### src/rtl/gfx256_write_combiner_if.sv
// rtl/gfx256_write_combiner_if.sv - Wishbone write-back bus between the combiner and the memory fabric
// Master side drives the cycle, slave side returns the acknowledge.
interface gfx256_write_combiner_if;
   logic         wbm_cyc_o;
   logic         wbm_stb_o;
   logic         wbm_we_o;
   logic [31:0]  wbm_adr_o;
   logic [31:0]  wbm_sel_o;
   logic [255:0] wbm_dat_o;
   logic         wbm_ack_i;

   modport master (
      output wbm_cyc_o,
      output wbm_stb_o,
      output wbm_we_o,
      output wbm_adr_o,
      output wbm_sel_o,
      output wbm_dat_o,
      input  wbm_ack_i
   );

   modport slave (
      input  wbm_cyc_o,
      input  wbm_stb_o,
      input  wbm_we_o,
      input  wbm_adr_o,
      input  wbm_sel_o,
      input  wbm_dat_o,
      output wbm_ack_i
   );
endinterface

### src/rtl/gfx256_write_combiner.sv
// rtl/gfx256_write_combiner.sv - merges byte-masked 256-bit renderer writes into one Wishbone write per 32-byte line
// One line buffer plus one pending slot for the write that evicted it.
module gfx256_write_combiner #(
   parameter int unsigned TIMEOUT = 16
) (
   input  logic                           clk_i,
   input  logic                           rst_i,
   input  logic                           write_i,
   input  logic [26:0]                    addr_i,
   input  logic [31:0]                    sel_i,
   input  logic [255:0]                   dat_i,
   output logic                           ack_o,
   input  logic                           flush_i,
   output logic                           idle_o,
   gfx256_write_combiner_if.master        wbm
);

   localparam logic [7:0] TIMEOUT_M1 = 8'(TIMEOUT - 1);

   typedef enum logic [1:0] {
      ST_IDLE = 2'd0,
      ST_BUS  = 2'd1,
      ST_ACK  = 2'd2
   } state_t;

   state_t       state;
   logic         valid;
   logic [26:0]  line_addr;
   logic [31:0]  line_sel;
   logic [255:0] line_dat;
   logic         pvalid;
   logic [26:0]  paddr;
   logic [31:0]  psel;
   logic [255:0] pdat;
   logic [7:0]   cnt;
   logic         ack_q;
   logic         cyc_q;

   logic [255:0] sel_mask;
   logic [255:0] merged_dat;
   logic         hit;

   always_comb begin
      sel_mask = '0;
      for (int b = 0; b < 32; b++) begin
         sel_mask[8*b +: 8] = {8{sel_i[b]}};
      end
      merged_dat = (line_dat & ~sel_mask) | (dat_i & sel_mask);
      hit        = valid && (addr_i == line_addr);
   end

   always_ff @(posedge clk_i) begin
      if (rst_i) begin
         state     <= ST_IDLE;
         valid     <= 1'b0;
         line_addr <= '0;
         line_sel  <= '0;
         line_dat  <= '0;
         pvalid    <= 1'b0;
         paddr     <= '0;
         psel      <= '0;
         pdat      <= '0;
         cnt       <= '0;
         ack_q     <= 1'b0;
         cyc_q     <= 1'b0;
      end else begin
         ack_q <= 1'b0;
         case (state)
            ST_IDLE: begin
               if (write_i) begin
                  cnt <= '0;
                  if (hit) begin
                     line_sel <= line_sel | sel_i;
                     line_dat <= merged_dat;
                     ack_q    <= 1'b1;
                     state    <= ST_ACK;
                  end else if (!valid || line_sel == '0) begin
                     // A held line with no enabled bytes has nothing to write back, so just replace it.
                     valid     <= 1'b1;
                     line_addr <= addr_i;
                     line_sel  <= sel_i;
                     line_dat  <= dat_i;
                     ack_q     <= 1'b1;
                     state     <= ST_ACK;
                  end else begin
                     pvalid <= 1'b1;
                     paddr  <= addr_i;
                     psel   <= sel_i;
                     pdat   <= dat_i;
                     cyc_q  <= 1'b1;
                     state  <= ST_BUS;
                  end
               end else if (valid) begin
                  if (flush_i || cnt == TIMEOUT_M1) begin
                     cnt <= '0;
                     if (line_sel != '0) begin
                        cyc_q <= 1'b1;
                        state <= ST_BUS;
                     end else begin
                        valid <= 1'b0;
                     end
                  end else begin
                     cnt <= cnt + 8'd1;
                  end
               end
            end

            ST_BUS: begin
               if (wbm.wbm_ack_i) begin
                  cyc_q <= 1'b0;
                  cnt   <= '0;
                  if (pvalid) begin
                     valid     <= 1'b1;
                     pvalid    <= 1'b0;
                     line_addr <= paddr;
                     line_sel  <= psel;
                     line_dat  <= pdat;
                     ack_q     <= 1'b1;
                     state     <= ST_ACK;
                  end else if (write_i) begin
                     // Write landing on the completing cycle goes straight into the freed line.
                     valid     <= 1'b1;
                     line_addr <= addr_i;
                     line_sel  <= sel_i;
                     line_dat  <= dat_i;
                     ack_q     <= 1'b1;
                     state     <= ST_ACK;
                  end else begin
                     valid <= 1'b0;
                     state <= ST_IDLE;
                  end
               end else if (write_i && !pvalid) begin
                  pvalid <= 1'b1;
                  paddr  <= addr_i;
                  psel   <= sel_i;
                  pdat   <= dat_i;
               end
            end

            ST_ACK: begin
               state <= ST_IDLE;
            end

            default: begin
               state <= ST_IDLE;
               cyc_q <= 1'b0;
            end
         endcase
      end
   end

   assign ack_o         = ack_q;
   assign idle_o        = !valid && !pvalid && (state == ST_IDLE);
   assign wbm.wbm_cyc_o = cyc_q;
   assign wbm.wbm_stb_o = cyc_q;
   assign wbm.wbm_we_o  = cyc_q;
   assign wbm.wbm_adr_o = {line_addr, 5'b0};
   assign wbm.wbm_sel_o = line_sel;
   assign wbm.wbm_dat_o = line_dat;

endmodule

### src/flat_wrapper.sv
// flat-port wrapper written by rule: the top's interface ports become plain ports
module gfx256_write_combiner_flat 
#(
   parameter int unsigned TIMEOUT = 16
)
  (clk_i, rst_i, write_i, addr_i, sel_i, dat_i, ack_o, flush_i, idle_o, wbm_wbm_cyc_o, wbm_wbm_stb_o, wbm_wbm_we_o, wbm_wbm_adr_o, wbm_wbm_sel_o, wbm_wbm_dat_o, wbm_wbm_ack_i);
  gfx256_write_combiner_if wbm_i ();
  input  logic clk_i;
  input  logic rst_i;
  input  logic write_i;
  input  logic [26:0] addr_i;
  input  logic [31:0] sel_i;
  input  logic [255:0] dat_i;
  output logic ack_o;
  input  logic flush_i;
  output logic idle_o;
  output wire logic [$bits(wbm_i.wbm_cyc_o)-1:0] wbm_wbm_cyc_o;
  output wire logic [$bits(wbm_i.wbm_stb_o)-1:0] wbm_wbm_stb_o;
  output wire logic [$bits(wbm_i.wbm_we_o)-1:0] wbm_wbm_we_o;
  output wire logic [$bits(wbm_i.wbm_adr_o)-1:0] wbm_wbm_adr_o;
  output wire logic [$bits(wbm_i.wbm_sel_o)-1:0] wbm_wbm_sel_o;
  output wire logic [$bits(wbm_i.wbm_dat_o)-1:0] wbm_wbm_dat_o;
  input wire logic [$bits(wbm_i.wbm_ack_i)-1:0] wbm_wbm_ack_i;
  assign wbm_wbm_cyc_o = wbm_i.wbm_cyc_o;
  assign wbm_wbm_stb_o = wbm_i.wbm_stb_o;
  assign wbm_wbm_we_o = wbm_i.wbm_we_o;
  assign wbm_wbm_adr_o = wbm_i.wbm_adr_o;
  assign wbm_wbm_sel_o = wbm_i.wbm_sel_o;
  assign wbm_wbm_dat_o = wbm_i.wbm_dat_o;
  assign wbm_i.wbm_ack_i = wbm_wbm_ack_i;
  gfx256_write_combiner #(.TIMEOUT(TIMEOUT)) u_core (.clk_i(clk_i), .rst_i(rst_i), .write_i(write_i), .addr_i(addr_i), .sel_i(sel_i), .dat_i(dat_i), .ack_o(ack_o), .flush_i(flush_i), .idle_o(idle_o), .wbm(wbm_i));
endmodule
### config.mk
export PLATFORM = sky130hd
export DESIGN_NAME = gfx256_write_combiner_flat
export DESIGN_NICKNAME = d
export VERILOG_FILES = /design/src/rtl/gfx256_write_combiner_if.sv /design/src/rtl/gfx256_write_combiner.sv /design/src/flat_wrapper.sv
export SDC_FILE = /design/constraint.sdc
export NUM_CORES = 2
export LEC_CHECK = 0
export CORE_MARGIN = 1.5
export CORE_UTILIZATION = 35
export CTS_CLUSTER_DIAMETER = 200
export DETAILED_ROUTE_END_ITERATION = 12
export PLACE_DENSITY = 0.63
export SYNTH_ARGS = -nofsm -noshare
export SYNTH_HDL_FRONTEND = slang
export SYNTH_SLANG_ARGS = --single-unit
### constraint.sdc
create_clock -name clk_i -period 5.3 [get_ports clk_i]
set_input_delay 1.325 -clock clk_i [delete_from_list [all_inputs] [get_ports clk_i]]
set_output_delay 1.325 -clock clk_i [all_outputs]
set_load 0.02 [all_outputs]
==> impl_metrics.xml <==
<?xml version="1.0" encoding="UTF-8"?>
<metrics>
  <group name="outcome">
    <metric name="result_of_the_run" unit="">finished, final reports clean</metric>
  </group>
  <group name="drt">
    <metric name="drtAntennaViolNets" unit="">0</metric>
    <metric name="vias_per_cell" unit="">5.42</metric>
    <metric name="routed_wirelength" unit="um">105000</metric>
    <metric name="remaining_drc_errors" unit="">0</metric>
    <metric name="initialDrtViolationCount" unit="">1559</metric>
    <metric name="via_count" unit="">26200</metric>
    <metric name="detail_route.first_pass.iterations" unit="">5</metric>
    <metric name="post_drt_wl_per_cell" unit="um">21.8</metric>
  </group>
  <group name="clock_tree">
    <metric name="clock_insertion_delay_worst_skew" unit="ns">0.62</metric>
    <metric name="bufs_on_longest_clock_path" unit="">3</metric>
    <metric name="post_cts_sizing_count" unit="">0</metric>
    <metric name="tritoncts_buffer_count" unit="">77</metric>
    <metric name="holdBufCountCts" unit="">0</metric>
    <metric name="cts_setup_buffers" unit="">0</metric>
    <metric name="cts_root_buf" unit="">sky130_fd_sc_hd__clkbuf_16</metric>
    <metric name="numClockSinks" unit="">644</metric>
    <metric name="cts-htree-levels" unit="">3</metric>
    <metric name="clk_pin_slew_worst_paths" unit="ns">0.06</metric>
    <metric name="clock_tree_from_tritoncts" unit="">yes</metric>
  </group>
  <group name="job">
    <metric name="cap_violations" unit="">0</metric>
  </group>
  <group name="sta">
    <metric name="pin_slew_with_the_least_headroom_to_its_limit" unit="ns">0.972</metric>
    <metric name="timing.final.setup_violations" unit="">0</metric>
    <metric name="finalHoldViolations" unit="">0</metric>
    <metric name="clock_skew" unit="ns">0.0305</metric>
    <metric name="timing.fmax" unit="GHz">0.239</metric>
    <metric name="timing.max_slew.rel_slack" unit="%">35.2</metric>
    <metric name="period_minus_slack" unit="ns">4.18</metric>
    <metric name="final-max-slew-violation-count" unit="">0</metric>
    <metric name="grt_setup_unrepaired" unit="">false</metric>
    <metric name="fin_crit_sh" unit="%">78.8</metric>
    <metric name="sum_of_negative_setup_slack" unit="ns">0</metric>
  </group>
  <group name="pwr">
    <metric name="pwr_density_cell" unit="mW/mm^2">407</metric>
    <metric name="power_frac_clock" unit="%">31.5</metric>
    <metric name="internal-power" unit="mW">11.0</metric>
    <metric name="switching_share" unit="%">33.6</metric>
    <metric name="static_power_due_to_leakage" unit="nW">15.8</metric>
    <metric name="total_switching_power" unit="mW">5.58</metric>
    <metric name="vdd_ir_drop_max" unit="uV">264</metric>
    <metric name="seq_power_share" unit="%">36.8</metric>
    <metric name="comb_power_share" unit="%">31.7</metric>
  </group>
  <group name="placed_design">
    <metric name="placedCellCount" unit="">4674</metric>
    <metric name="gp_routability_congestion" unit="">0.824</metric>
    <metric name="place.detailed.hpwl" unit="um">70400</metric>
    <metric name="place.port_buffers" unit="">639</metric>
  </group>
  <group name="worst_setup_path">
    <metric name="crit_type" unit="">input port to flip-flop</metric>
    <metric name="crit_path_end_kind" unit="">flip-flop</metric>
    <metric name="critical_path_required" unit="ns">5.84</metric>
    <metric name="timing.critical_path.from_type" unit="">input port</metric>
    <metric name="worst_ep_arrival_time" unit="ns">4.72</metric>
    <metric name="worstPathMaxFanout" unit="">82</metric>
  </group>
  <group name="yosys">
    <metric name="syn-mean-instance-area" unit="sq um">9.86</metric>
    <metric name="yosysSeqAreaShare" unit="%">41.4</metric>
    <metric name="yosys.cell_types.count" unit="">46</metric>
    <metric name="async_reset_ff_share" unit="%">0</metric>
    <metric name="synth_edf_count" unit="">0</metric>
    <metric name="yosysWarningCount" unit="">0</metric>
    <metric name="synth_top_flop_cell" unit="">sky130_fd_sc_hd__dfxtp_1</metric>
    <metric name="postSynthCellCount" unit="">3154</metric>
    <metric name="synth-seq-cells" unit="">644</metric>
    <metric name="synth.cell_area" unit="sq mm">0.0311</metric>
  </group>
  <group name="layout">
    <metric name="nNetsFinal" unit="">3909</metric>
    <metric name="most_common_library_cell_in_the_layout_ignoring_fill_and_taps" unit="">sky130_fd_sc_hd__nand2b_1</metric>
    <metric name="drive_above_1_share" unit="%">5.68</metric>
    <metric name="syn2layout_area_growth" unit="%">31.1</metric>
    <metric name="fillCellCount" unit="">8309</metric>
    <metric name="commonest_cells_after_routing_fill_and_taps_aside" unit="">sky130_fd_sc_hd__nand2b_1 (679), sky130_fd_sc_hd__dfxtp_1 (644), sky130_fd_sc_hd__clkdlybuf4s50_1 (638), sky130_fd_sc_hd__mux2i_1 (599), sky130_fd_sc_hd__a31oi_1 (278)</metric>
    <metric name="stdcell_count" unit="">4825</metric>
  </group>
  <group name="grt">
    <metric name="grt_start_max_net_pins" unit="">140</metric>
    <metric name="grt-ovfl-total" unit="">0</metric>
    <metric name="first_global_vias" unit="">25300</metric>
    <metric name="total_track_usage" unit="%">22.2</metric>
    <metric name="antenna_found_initial" unit="">28</metric>
    <metric name="grt_first_pass_wirelength" unit="um">158000</metric>
  </group>
  <group name="floorplanning">
    <metric name="core_region_area" unit="sq mm">0.0882</metric>
    <metric name="io-pin-count" unit="">645</metric>
    <metric name="rows" unit="">109</metric>
    <metric name="floorplan.die_area" unit="sq mm">0.0907</metric>
    <metric name="initial_standard_cell_utilization_of_the_core" unit="%">35.3</metric>
    <metric name="die_height" unit="um">301</metric>
    <metric name="die_x" unit="um">301</metric>
  </group>
  <group name="min_path">
    <metric name="worst_hold_path_type" unit="">flip-flop to flip-flop</metric>
  </group>
</metrics>
[final timing paths]
check	slack, ns	endpoint	start	cells past startpoint
worst max register to register	1.99	flip-flop	u_core.line_addr[26]$_SDFFE_PP0P_	7
worst min-delay path	0.47	u_core.pdat[134]$_SDFFE_PP0P_	u_core.pdat[134]$_SDFFE_PP0P_	2
worst max-delay path	1.12	u_core.pdat[119]$_SDFFE_PP0P_	addr_i[3]	8
worst min register to register	0.47	u_core.pdat[134]$_SDFFE_PP0P_	u_core.pdat[134]$_SDFFE_PP0P_	2
[kinds of logic after synthesis]
family                   synth area share, %
flip-flops                              41.4
other                                 0.0121
multiplexers                            19.3
AO/OA/AOI/OAI                           15.9
XOR/XNOR                               0.957
buffers and inverters                   5.55
adder cells (fa/ha/maj)               0.0402
AND/OR/NAND/NOR                         16.8
[power groups by stage]
stage               registers (mW)  logic (mW)  clock network, mW
global placement              6.19        5.22                  0
CTS                           6.11        5.28               5.36
global route                  6.20        5.58               5.57
floorplan                     6.71        2.45                  0
detailed placement            6.21        5.26                  0
finish                        6.11        5.26               5.23
[per-layer routing]
layer	global-route usage, %	part of all wire (%)	vias to the layer above
met5	0	0.15	-
met4	8.11	3.0	22
met3	5.66	6.6	173
met2	36.2	47	719
met1	28.1	43	12700
li1	-	-	12600
[layout make-up]
type | instances | area [sq um] | share of cell area (%)
Inverter | 16 | 60.1 | 0.147
Sequential cell | 644 | 12900 | 31.6
Tap cell | 1165 | 1460 | 3.57
Timing Repair Buffer | 713 | 7290 | 17.9
Clock inverter | 19 | 161 | 0.396
Clock buffer | 116 | 2310 | 5.65
Antenna cell | 16 | 40.0 | 0.0982
Multi-Input combinational cell | 2136 | 16600 | 40.6
[cell usage after synthesis (4+ instances only)]
master	instances	area, sq um
sky130_fd_sc_hd__o211ai_1	13	97.6
sky130_fd_sc_hd__clkbuf_1	267	1000
sky130_fd_sc_hd__buf_2	58	290
sky130_fd_sc_hd__nand4b_1	40	350
sky130_fd_sc_hd__nand3_1	4	20.0
sky130_fd_sc_hd__dfxtp_1	644	12900
sky130_fd_sc_hd__a221oi_1	14	123
sky130_fd_sc_hd__nand2b_1	680	4250
sky130_fd_sc_hd__inv_1	16	60.1
sky130_fd_sc_hd__xnor2_1	28	245
sky130_fd_sc_hd__nor2_1	15	56.3
sky130_fd_sc_hd__nand2_1	34	128
sky130_fd_sc_hd__a211oi_1	20	150
sky130_fd_sc_hd__nor4_1	11	68.8
sky130_fd_sc_hd__mux2i_1	599	6000
sky130_fd_sc_hd__buf_6	28	315
sky130_fd_sc_hd__xor2_1	6	52.6
sky130_fd_sc_hd__or4_1	19	143
sky130_fd_sc_hd__a31oi_1	278	1740
sky130_fd_sc_hd__nand4_1	17	106
sky130_fd_sc_hd__o21ai_0	5	25.0
sky130_fd_sc_hd__a211o_1	27	236
sky130_fd_sc_hd__o22ai_1	32	200
sky130_fd_sc_hd__buf_4	7	52.6
sky130_fd_sc_hd__a311oi_1	256	2240
sky130_fd_sc_hd__nor3_1	9	45.0
[per-stage QoR]
stage	setup slack (ns)	hold WS [ns]	util, %	area (sq um)	total power [mW]
2_1_floorplan	1.70	0.448	-	31100	9.16
3_3_place_gp	0.473	0.456	43.4	38300	11.4
3_5_place_dp	0.413	0.460	43.4	38300	11.5
4_1_cts	1.10	0.472	46.2	40800	16.8
5_1_grt	0.980	0.482	46.2	40800	17.4
6_report	1.12	0.470	46.2	40800	16.6
[critical path: stages]
cell	delay (ns)
sky130_fd_sc_hd__clkdlybuf4s50_1	0.52
sky130_fd_sc_hd__xnor2_1	0.19
sky130_fd_sc_hd__nand4_1	0.13
sky130_fd_sc_hd__or2_2	0.69
sky130_fd_sc_hd__o311a_1	0.38
sky130_fd_sc_hd__o21a_4	0.50
sky130_fd_sc_hd__buf_12	0.56
sky130_fd_sc_hd__mux2i_1	0.27
Note: power is estimated with default switching activity, not from simulation.
